### src/rtl/spi_reg_pkg.sv
// Shared types and constants for the SPI register slave.
package spi_reg_pkg;

    localparam int unsigned BYTE_W     = 8;
    localparam int unsigned CMD_RD_BIT = 7;
    localparam int unsigned CMD_ADDR_W = 7;
    localparam int unsigned BIT_CNT_W  = 3;

    typedef enum logic [1:0] {
        ST_IDLE  = 2'd0,
        ST_CMD   = 2'd1,
        ST_WDATA = 2'd2,
        ST_RDATA = 2'd3
    } spi_state_t;

    // True when the bit counter points at the last bit of a byte.
    function automatic logic last_bit(input logic [BIT_CNT_W-1:0] cnt);
        return cnt == BIT_CNT_W'(BYTE_W - 1);
    endfunction

endpackage

### src/rtl/spi_sync_edge.sv
// Multi-flop synchronizer with rise/fall detection on the synced level.
module spi_sync_edge #(
    parameter int unsigned SYNC_STAGES = 2,
    parameter logic        IDLE_LEVEL  = 1'b0
) (
    input  logic clk,
    input  logic rst,
    input  logic din,
    output logic rise_c,
    output logic fall_c
);

    logic [SYNC_STAGES-1:0] sync_q;
    logic                   prev_q;
    logic                   level;

    // Synchronizer chain plus one flop holding the previous synced sample.
    always_ff @(posedge clk or posedge rst) begin
        if (rst) begin
            sync_q <= {SYNC_STAGES{IDLE_LEVEL}};
            prev_q <= IDLE_LEVEL;
        end else begin
            sync_q <= {sync_q[SYNC_STAGES-2:0], din};
            prev_q <= sync_q[SYNC_STAGES-1];
        end
    end

    assign level  = sync_q[SYNC_STAGES-1];
    assign rise_c = level & ~prev_q;
    assign fall_c = ~level & prev_q;

endmodule

### src/rtl/spi_reg_slave.sv
// SPI mode-0 slave bridging command/data frames onto a simple register bus.
module spi_reg_slave
    import spi_reg_pkg::*;
#(
    parameter int unsigned SYNC_STAGES = 2,
    parameter int unsigned ADDR_W      = CMD_ADDR_W
) (
    input  logic              clk_clk,
    input  logic              reset_reset,
    input  logic              spi_sclk,
    input  logic              spi_mosi,
    input  logic              spi_ss_n,
    output logic              spi_miso,
    output logic              spi_miso_oe,
    output logic              wr_valid,
    output logic [ADDR_W-1:0] wr_addr,
    output logic [BYTE_W-1:0] wr_data,
    output logic              rd_req,
    output logic [ADDR_W-1:0] rd_addr,
    input  logic [BYTE_W-1:0] rd_data
);

    localparam int unsigned FLUSH_N = SYNC_STAGES + 1;
    localparam int unsigned FLUSH_W = $clog2(FLUSH_N + 1);

    logic sclk_rise;
    logic sclk_fall;

    logic [SYNC_STAGES-1:0] mosi_sync_q;
    logic [SYNC_STAGES-1:0] ss_sync_q;
    logic                   ss_prev_q;
    logic                   mosi_sync;
    logic                   ss_sync;
    logic                   ss_rise;
    logic                   ss_fall;

    logic [FLUSH_W-1:0] flush_q;
    logic               armed_q;

    spi_state_t          state_q,     state_d;
    logic [BIT_CNT_W-1:0] bit_cnt_q,  bit_cnt_d;
    logic [BYTE_W-2:0]   shift_in_q,  shift_in_d;
    logic [BYTE_W-1:0]   shift_out_q, shift_out_d;
    logic [ADDR_W-1:0]   addr_q,      addr_d;
    logic                load_q,      load_d;
    logic                miso_q,      miso_d;
    logic                wr_valid_q,  wr_valid_d;
    logic [ADDR_W-1:0]   wr_addr_q,   wr_addr_d;
    logic [BYTE_W-1:0]   wr_data_q,   wr_data_d;
    logic                rd_req_q,    rd_req_d;
    logic [ADDR_W-1:0]   rd_addr_q,   rd_addr_d;
    logic [BYTE_W-1:0]   rx_byte;

    // SCLK synchronizer with edge detection.
    spi_sync_edge #(
        .SYNC_STAGES (SYNC_STAGES),
        .IDLE_LEVEL  (1'b0)
    ) u_sclk_sync (
        .clk    (clk_clk),
        .rst    (reset_reset),
        .din    (spi_sclk),
        .rise_c (sclk_rise),
        .fall_c (sclk_fall)
    );

    // Plain synchronizers for MOSI and SS_n; SS_n keeps one extra sample for its edges.
    always_ff @(posedge clk_clk or posedge reset_reset) begin
        if (reset_reset) begin
            mosi_sync_q <= '0;
            ss_sync_q   <= '1;
            ss_prev_q   <= 1'b1;
        end else begin
            mosi_sync_q <= {mosi_sync_q[SYNC_STAGES-2:0], spi_mosi};
            ss_sync_q   <= {ss_sync_q[SYNC_STAGES-2:0], spi_ss_n};
            ss_prev_q   <= ss_sync_q[SYNC_STAGES-1];
        end
    end

    assign mosi_sync = mosi_sync_q[SYNC_STAGES-1];
    assign ss_sync   = ss_sync_q[SYNC_STAGES-1];
    assign ss_rise   = ss_sync & ~ss_prev_q;
    assign ss_fall   = ~ss_sync & ss_prev_q;

    // Arm frame start only after the chain has flushed and SS_n was seen high,
    // so a select held low across reset cannot start a phantom frame.
    always_ff @(posedge clk_clk or posedge reset_reset) begin
        if (reset_reset) begin
            flush_q <= '0;
            armed_q <= 1'b0;
        end else begin
            if (flush_q != FLUSH_W'(FLUSH_N)) begin
                flush_q <= flush_q + FLUSH_W'(1);
            end
            if (flush_q == FLUSH_W'(FLUSH_N) && ss_sync) begin
                armed_q <= 1'b1;
            end
        end
    end

    // FSM and datapath state register.
    always_ff @(posedge clk_clk or posedge reset_reset) begin
        if (reset_reset) begin
            state_q     <= ST_IDLE;
            bit_cnt_q   <= '0;
            shift_in_q  <= '0;
            shift_out_q <= '0;
            addr_q      <= '0;
            load_q      <= 1'b0;
            miso_q      <= 1'b0;
            wr_valid_q  <= 1'b0;
            wr_addr_q   <= '0;
            wr_data_q   <= '0;
            rd_req_q    <= 1'b0;
            rd_addr_q   <= '0;
        end else begin
            state_q     <= state_d;
            bit_cnt_q   <= bit_cnt_d;
            shift_in_q  <= shift_in_d;
            shift_out_q <= shift_out_d;
            addr_q      <= addr_d;
            load_q      <= load_d;
            miso_q      <= miso_d;
            wr_valid_q  <= wr_valid_d;
            wr_addr_q   <= wr_addr_d;
            wr_data_q   <= wr_data_d;
            rd_req_q    <= rd_req_d;
            rd_addr_q   <= rd_addr_d;
        end
    end

    // Next-state logic: SS_n release wins over everything, then MISO shifting, then per-state byte handling.
    always_comb begin
        state_d     = state_q;
        bit_cnt_d   = bit_cnt_q;
        shift_in_d  = shift_in_q;
        shift_out_d = shift_out_q;
        addr_d      = addr_q;
        load_d      = 1'b0;
        miso_d      = miso_q;
        wr_valid_d  = 1'b0;
        wr_addr_d   = wr_addr_q;
        wr_data_d   = wr_data_q;
        rd_req_d    = 1'b0;
        rd_addr_d   = rd_addr_q;
        rx_byte     = {shift_in_q, mosi_sync};

        if (ss_rise) begin
            state_d     = ST_IDLE;
            bit_cnt_d   = '0;
            shift_in_d  = '0;
            shift_out_d = '0;
            miso_d      = 1'b0;
        end else begin
            // Read data arrives the cycle after rd_req; load it one cycle later still.
            load_d = rd_req_q;
            if (load_q) begin
                shift_out_d = rd_data;
            end else if (sclk_fall && state_q != ST_IDLE) begin
                miso_d      = shift_out_q[BYTE_W-1];
                shift_out_d = {shift_out_q[BYTE_W-2:0], 1'b0};
            end

            unique case (state_q)
                ST_IDLE: begin
                    if (ss_fall && armed_q) begin
                        state_d     = ST_CMD;
                        bit_cnt_d   = '0;
                        shift_in_d  = '0;
                        shift_out_d = '0;
                        miso_d      = 1'b0;
                    end
                end
                ST_CMD: begin
                    if (sclk_rise) begin
                        shift_in_d = rx_byte[BYTE_W-2:0];
                        bit_cnt_d  = bit_cnt_q + BIT_CNT_W'(1);
                        if (last_bit(bit_cnt_q)) begin
                            if (rx_byte[CMD_RD_BIT]) begin
                                state_d   = ST_RDATA;
                                rd_req_d  = 1'b1;
                                rd_addr_d = ADDR_W'(rx_byte[CMD_ADDR_W-1:0]);
                                addr_d    = ADDR_W'(rx_byte[CMD_ADDR_W-1:0]) + ADDR_W'(1);
                            end else begin
                                state_d = ST_WDATA;
                                addr_d  = ADDR_W'(rx_byte[CMD_ADDR_W-1:0]);
                            end
                        end
                    end
                end
                ST_WDATA: begin
                    if (sclk_rise) begin
                        shift_in_d = rx_byte[BYTE_W-2:0];
                        bit_cnt_d  = bit_cnt_q + BIT_CNT_W'(1);
                        if (last_bit(bit_cnt_q)) begin
                            wr_valid_d = 1'b1;
                            wr_addr_d  = addr_q;
                            wr_data_d  = rx_byte;
                            addr_d     = addr_q + ADDR_W'(1);
                        end
                    end
                end
                ST_RDATA: begin
                    if (sclk_rise) begin
                        shift_in_d = rx_byte[BYTE_W-2:0];
                        bit_cnt_d  = bit_cnt_q + BIT_CNT_W'(1);
                        if (last_bit(bit_cnt_q)) begin
                            rd_req_d  = 1'b1;
                            rd_addr_d = addr_q;
                            addr_d    = addr_q + ADDR_W'(1);
                        end
                    end
                end
            endcase
        end
    end

    assign spi_miso    = miso_q;
    assign spi_miso_oe = ~ss_sync;
    assign wr_valid    = wr_valid_q;
    assign wr_addr     = wr_addr_q;
    assign wr_data     = wr_data_q;
    assign rd_req      = rd_req_q;
    assign rd_addr     = rd_addr_q;

endmodule

### config.mk
export PLATFORM = sky130hd
export DESIGN_NAME = spi_reg_slave
export DESIGN_NICKNAME = d
export VERILOG_FILES = /design/src/rtl/spi_reg_pkg.sv /design/src/rtl/spi_sync_edge.sv /design/src/rtl/spi_reg_slave.sv
export SDC_FILE = /design/constraint.sdc
export NUM_CORES = 1
export LEC_CHECK = 0
export CAP_MARGIN = 10
export CORE_UTILIZATION = 41
export CTS_BUF_LIST = sky130_fd_sc_hd__clkbuf_4 sky130_fd_sc_hd__clkbuf_8
export DETAILED_ROUTE_END_ITERATION = 10
export PLACE_DENSITY_LB_ADDON = 0.1
export SLEW_MARGIN = 20
export SYNTH_ARGS = -nofsm -noshare
export SYNTH_HDL_FRONTEND = slang
export SYNTH_SLANG_ARGS = --single-unit
export TNS_END_PERCENT = 5
### constraint.sdc
create_clock -name clk_clk -period 2.7 [get_ports clk_clk]
set_input_delay 0.54 -clock clk_clk [delete_from_list [all_inputs] [get_ports clk_clk]]
set_output_delay 0.54 -clock clk_clk [all_outputs]
set_load 0.01 [all_outputs]
* Word level (Yosys, flattened, before mapping) *
Index checks and enable logic that the tools add are counted.

cells by class
  equality and inequality tests = 17
  bitwise logic cells = 9
  muxes and demuxes = 46
  add/subtract/negate cells = 4
  reduce and logical (&&, ||, !) cells = 15

operators with widths
  kind                                            count
  2-to-1 mux 7 bit                                13
  one-hot mux 7 bit (2 select lines)              3
  2-to-1 mux 8 bit                                5
  2-to-1 mux 1 bit                                15
  adder 7 x 1 -> 7 bit (second input constant)    2
  != test 2 bit (second input constant)           6
  2-to-1 mux 3 bit                                3
  != test 3 bit (second input constant)           3
  2-to-1 mux 2 bit                                4
  AND reduction 4 bit                             2
  AND reduction 7 bit                             1
  == test 2 bit (second input constant)           3
  one-hot mux 3 bit (2 select lines)              1
  AND reduction 6 bit                             1
  nonzero test 2 bit                              3
  NOT 1 bit                                       5
  AND 1 bit                                       4
  != test 2 x 1 -> 1 bit (second input constant)  2
  one-hot mux 2 bit (2 select lines)              1
  adder 3 x 1 -> 3 bit (second input constant)    1
  == test 3 bit (second input constant)           1
  logical AND 1 bit                               3
  != test 3 x 1 -> 1 bit (second input constant)  1
  nonzero test 3 bit                              1
  7 further kinds                                 7

word-level totals
  flip-flop bits (word level) = 64
  output and inout port bits = 26
  input port bits = 13
  word-level logic and storage cells = 110

* Depth between registers and ports, before layout *
  word-level depth = 8
  gate-level depth with buffers = 7
  depth with buffers taken out = 6

* Modules after synthesis *
From an unflattened synthesis, not the netlist that was laid out.

unflattened totals
  cells, all modules = 257
  area total of the unflattened synthesis = 2912.8 sq um

modules (own cells, without submodules)
  module         times used  cells an instance  area each (sq um)
  spi_reg_slave  1           251                2819.0
  spi_sync_edge  1           6                  93.8

* Least setup slack after synthesis *
OpenSTA, ideal clock, no wires.

  path kind = register -> register
  start point = reg bit_cnt_q[0]
  end point = reg wr_addr_q[0] (netlist: wr_addr[0])
  cell stages (with the launch flop) = 7
  path slack = 816 ps
  buffers on the path = 1
  arrival time = 1760 ps
  cells stage by stage = dfrtp_1 ha_1 ha_1 nand3b_1 nor4b_4 buf_4 mux2_2

on the way
  longest elaborated chain between the ends = 2

RTL lines
  item                           RTL line              text
  from (decl)                    spi_reg_slave.sv:41   logic [BIT_CNT_W-1:0] bit_cnt_q, bit_cnt_d;
  from (signal assigned)         spi_reg_slave.sv:117  bit_cnt_q <= bit_cnt_d;
  == test 3 bit                  spi_reg_pkg.sv:18     return cnt == BIT_CNT_W'(BYTE_W - 1);
  AND reduction 4 bit (no line)  --
  to (signal assigned)           spi_reg_slave.sv:124  wr_addr_q <= wr_addr_d;
  to (decl)                      spi_reg_slave.sv:48   logic [ADDR_W-1:0] wr_addr_q, wr_addr_d;

Every way passes these cells.
A chain may end at the register's enable or synchronous reset.

* Worst setup path after layout *
  start point = reg state_q[1]
  end point = reg bit_cnt_q[0]

on the way
  longest elaborated chain between the ends = 4
  elaborated cells between the ends (all ways) = 10
  those cells by class = 5 x eq/ne; 2 x mux; 3 x reduce/logical

RTL lines
  item                                                                                 RTL line              text
  from (decl)                                                                          spi_reg_slave.sv:40   spi_state_t state_q, state_d;
  from (signal assigned)                                                               spi_reg_slave.sv:116  state_q <= state_d;
  == test 2 bit / == test 2 x 1 -> 1 bit (equally long branches)                       spi_reg_slave.sv:163  unique case (state_q)
  OR reduction 3 bit (no line)                                                         --
  one-hot mux 3 bit (2 select lines) / != test 3 x 1 -> 1 bit (equally long branches)  --
  2-to-1 mux 3 bit / AND reduction 2 bit (equally long branches)                       --

Parallel ways exist; a longest one is shown, timed or not.

==> impl_metrics.csv <==
group,metric,value,unit
status,status,"finished with violations",
status,violations,"DRC",
placed_design,gp_congestion,0.898,
logic_synthesis,async_flop_share,100,%
routing,vias,1889,
logic_synthesis,ys_warn_count,0,
clock_tree,cts_buffer_depth,2,
placed_design,dp.cells,350,
routing,drc,1,
layout,drive_above_1_share,15.4,%
layout,final_common_cell,"dfrtp_1",
clock_tree,clk_latency,330,ps
routing,drtAntennaViolNets,0,
layout,stdcell_count,366,
timing,worst_pin_slew,913,ps
timing,period_needed,2160,ps
power,total_leakage_power,1.57,nW
timing,slew_headroom,39.0,%
floorplanning,die_x,85.5,um
critical_path,required,2910,ps
floorplanning,die_height,85.5,um
layout,nets,299,
placed_design,port_buffers,38,
worst_hold_path,worstHoldStart,"u_sclk_sync.sync_q[0]",
floorplanning,placementRows,30,
routing,wl,5.28,mm
floorplanning,coreArea,6760,um2
timing,setup_viol,0,
routing,vias_per_cell,5.16,
layout,final_cell_mix,"dfrtp_1, clkdlybuf4s50_1, nand2_1, mux2i_1, mux2_2",
floorplanning,num_io_pins,39,
critical_path,critPathKind,"reg -> reg",
global_route,grt_max_degree,65,
critical_path,r2r-end,"bit_cnt_q[0]",
placed_design,dpl.hpwl,3.53,mm
power,vdd.ir_drop.worst,0.280,mV
worst_hold_path,whs_endpoint,"u_sclk_sync.sync_q[1]",
critical_path,r2r_setup_slack,540,ps
timing,fmax,463,MHz
timing,report.final.slew_viol_count,0,
clock_tree,cts_buffers,9,
logic_synthesis,syn_area,2860,um2
critical_path,crit_path_end_kind,"flop",
layout,diodes,0,
clock_tree,cts_setup_buffers,0,
timing,hold_violations,0,
critical_path,arrival,2370,ps
clock_tree,clock_sinks,64,
logic_synthesis,synth_nets,260,
logic_synthesis,synth-seq-cells,64,
critical_path,path_max_fanout,22,
global_route,grt_pass1_vias,1856,
timing,finalSetupTns,0,ps
critical_path,start_kind,"flop",
clock_tree,path_clk_slew,70,ps
clock_tree,cts_hold_buf,0,
layout,fill_cells,617,
power,power.density,531,nW/um2
timing,rsz0062_at_grt,"false",
routing,wl_per_cell,14.4,um
floorplanning,dieArea,7320,um2
routing,first_pass_iters,7,
clock_tree,htree_num_levels,3,
worst_hold_path,hold_path.class,"reg -> reg",
logic_synthesis,yosysSeqAreaShare,56.1,%
global_route,track_usage,16.4,%
clock_tree,cts_root_buf,"clkbuf_8",
global_route,antenna_found_initial,0,
floorplanning,start_util,42.4,%
timing,clock_skew,11.5,ps
routing,drtIter0Drc,176,
timing,fin_crit_sh,80.0,%
logic_synthesis,synthCells,242,
flow_run,maxCapViolCount,0,
layout,syn2layout_area_growth,21.7,%
critical_path,rr_worst_depth,4,
logic_synthesis,synth_edf_count,0,
logic_synthesis,avgSynthCellArea,11.8,um2
worst_hold_path,hold_path_depth,0,
critical_path,r2r-start,"state_q[1]",
global_route,overflow,0,
global_route,grt_pass1_wl,9.14,mm
logic_synthesis,synthFlopType,"dfrtp_1",
logic_synthesis,yosysUniqueCellTypes,41,
clock_tree,cts_tree,"done",
clock_tree,cts_resized,0,
flip-flops by register name, summed over array words and instances (netlist names):
name                count
wr_addr                 7
ss_prev_q               1
bit_cnt_q               3
load_q                  1
armed_q                 1
state_q                 2
flush_q                 2
wr_data                 8
ss_sync_q               2
wr_valid                1
shift_in_q              7
mosi_sync_q             2
shift_out_q             8
rd_req                  1
spi_miso                1
u_sclk_sync.sync_q      2
u_sclk_sync.prev_q      1
addr_q                  7
rd_addr                 7
cells by family (layout without fill, tap and decap cells):
logic type	after synthesis	count (layout)	share of synthesized area (%)
simple gates	60	60	10.5
fa+ha+maj	5	5	2.19
buf+inv	23	67	3.80
flops	64	64	56.1
xor+xnor	7	7	2.14
compound gates	46	46	11.5
mux	37	37	13.9
power breakdown:
part	internal [mW]	total (mW)	switching, mW	leakage (nW)
sequential	0.977	0.998	0.0212	0.854
combinational	0.0496	0.118	0.0682	0.619
clock	0.386	0.733	0.346	0.0937
final cells by class:
type | instances | area, um2 | share of cell area (%)
inverter | 10 | 37.5 | 1.08
clock buffer | 13 | 160 | 4.60
sequential | 64 | 1610 | 46.1
timing repair buffer | 41 | 415 | 11.9
tap | 80 | 100 | 2.87
multi-input combinational | 155 | 1150 | 32.9
clock inverter | 3 | 17.5 | 0.503
how the worst max path moves through the flow:
stage	slack, ps	start	cells past startpoint	endpoint
after floorplan	570	reset_reset	1	addr_q[0]
after global placement	600	state_q[1]	4	bit_cnt_q[0]
after detailed placement	550	state_q[1]	4	bit_cnt_q[0]
after CTS	540	state_q[1]	4	bit_cnt_q[0]
after global routing	400	state_q[1]	4	bit_cnt_q[0]
final	540	state_q[1]	4	bit_cnt_q[0]
synthesized netlist by cell type, types with 2 or more instances:
library cell | n | share of area, %
nand2_1 | 21 | 2.8
o22ai_1 | 2 | 0.44
a221oi_1 | 2 | 0.61
or3_1 | 2 | 0.44
inv_1 | 10 | 1.3
a211oi_1 | 7 | 1.8
xnor2_1 | 6 | 1.8
nor3_1 | 2 | 0.35
dfrtp_1 | 61 | 53
ha_1 | 5 | 2.2
nand3_1 | 6 | 1.0
buf_6 | 2 | 0.79
a21oi_1 | 10 | 1.7
nand4_1 | 4 | 0.87
o21ai_0 | 12 | 2.1
buf_2 | 3 | 0.52
a22o_1 | 6 | 1.8
clkbuf_1 | 7 | 0.92
dfstp_2 | 3 | 2.8
nand2b_1 | 2 | 0.44
mux2_2 | 17 | 6.7
nor2_1 | 15 | 2.0
mux2i_1 | 19 | 6.6
through the flow:
| stage | hold slack [ps] | worst slack, ps | power (mW) | cell area [um2] | util [%] |
|---|---|---|---|---|---|
| floorplan | 331 | 567 | 1.10 | 2860 | - |
| global route | 360 | 400 | 1.93 | 3480 | 51.6 |
| global placement | 333 | 600 | 1.13 | 3310 | 48.9 |
| detailed placement | 338 | 547 | 1.14 | 3310 | 48.9 |
| CTS | 354 | 539 | 1.88 | 3480 | 51.6 |
| finish | 351 | 541 | 1.85 | 3480 | 51.6 |
worst max-delay path, stage by stage, from the launching register on:
cell and delay (ps):
dfrtp_1 610, or2_1 430, o31ai_4 540, a31oi_4 160, mux2_4 310
routing by layer:
metal	track usage [%]	vias to the layer above	part of all wire (%)
met5	0	-	0
met4	9.24	0	2.0
met3	3.85	10	4.3
met2	21.3	49	40
met1	24.7	893	53
li1	-	937	-
Note: power is estimated with default switching activity, not from simulation.
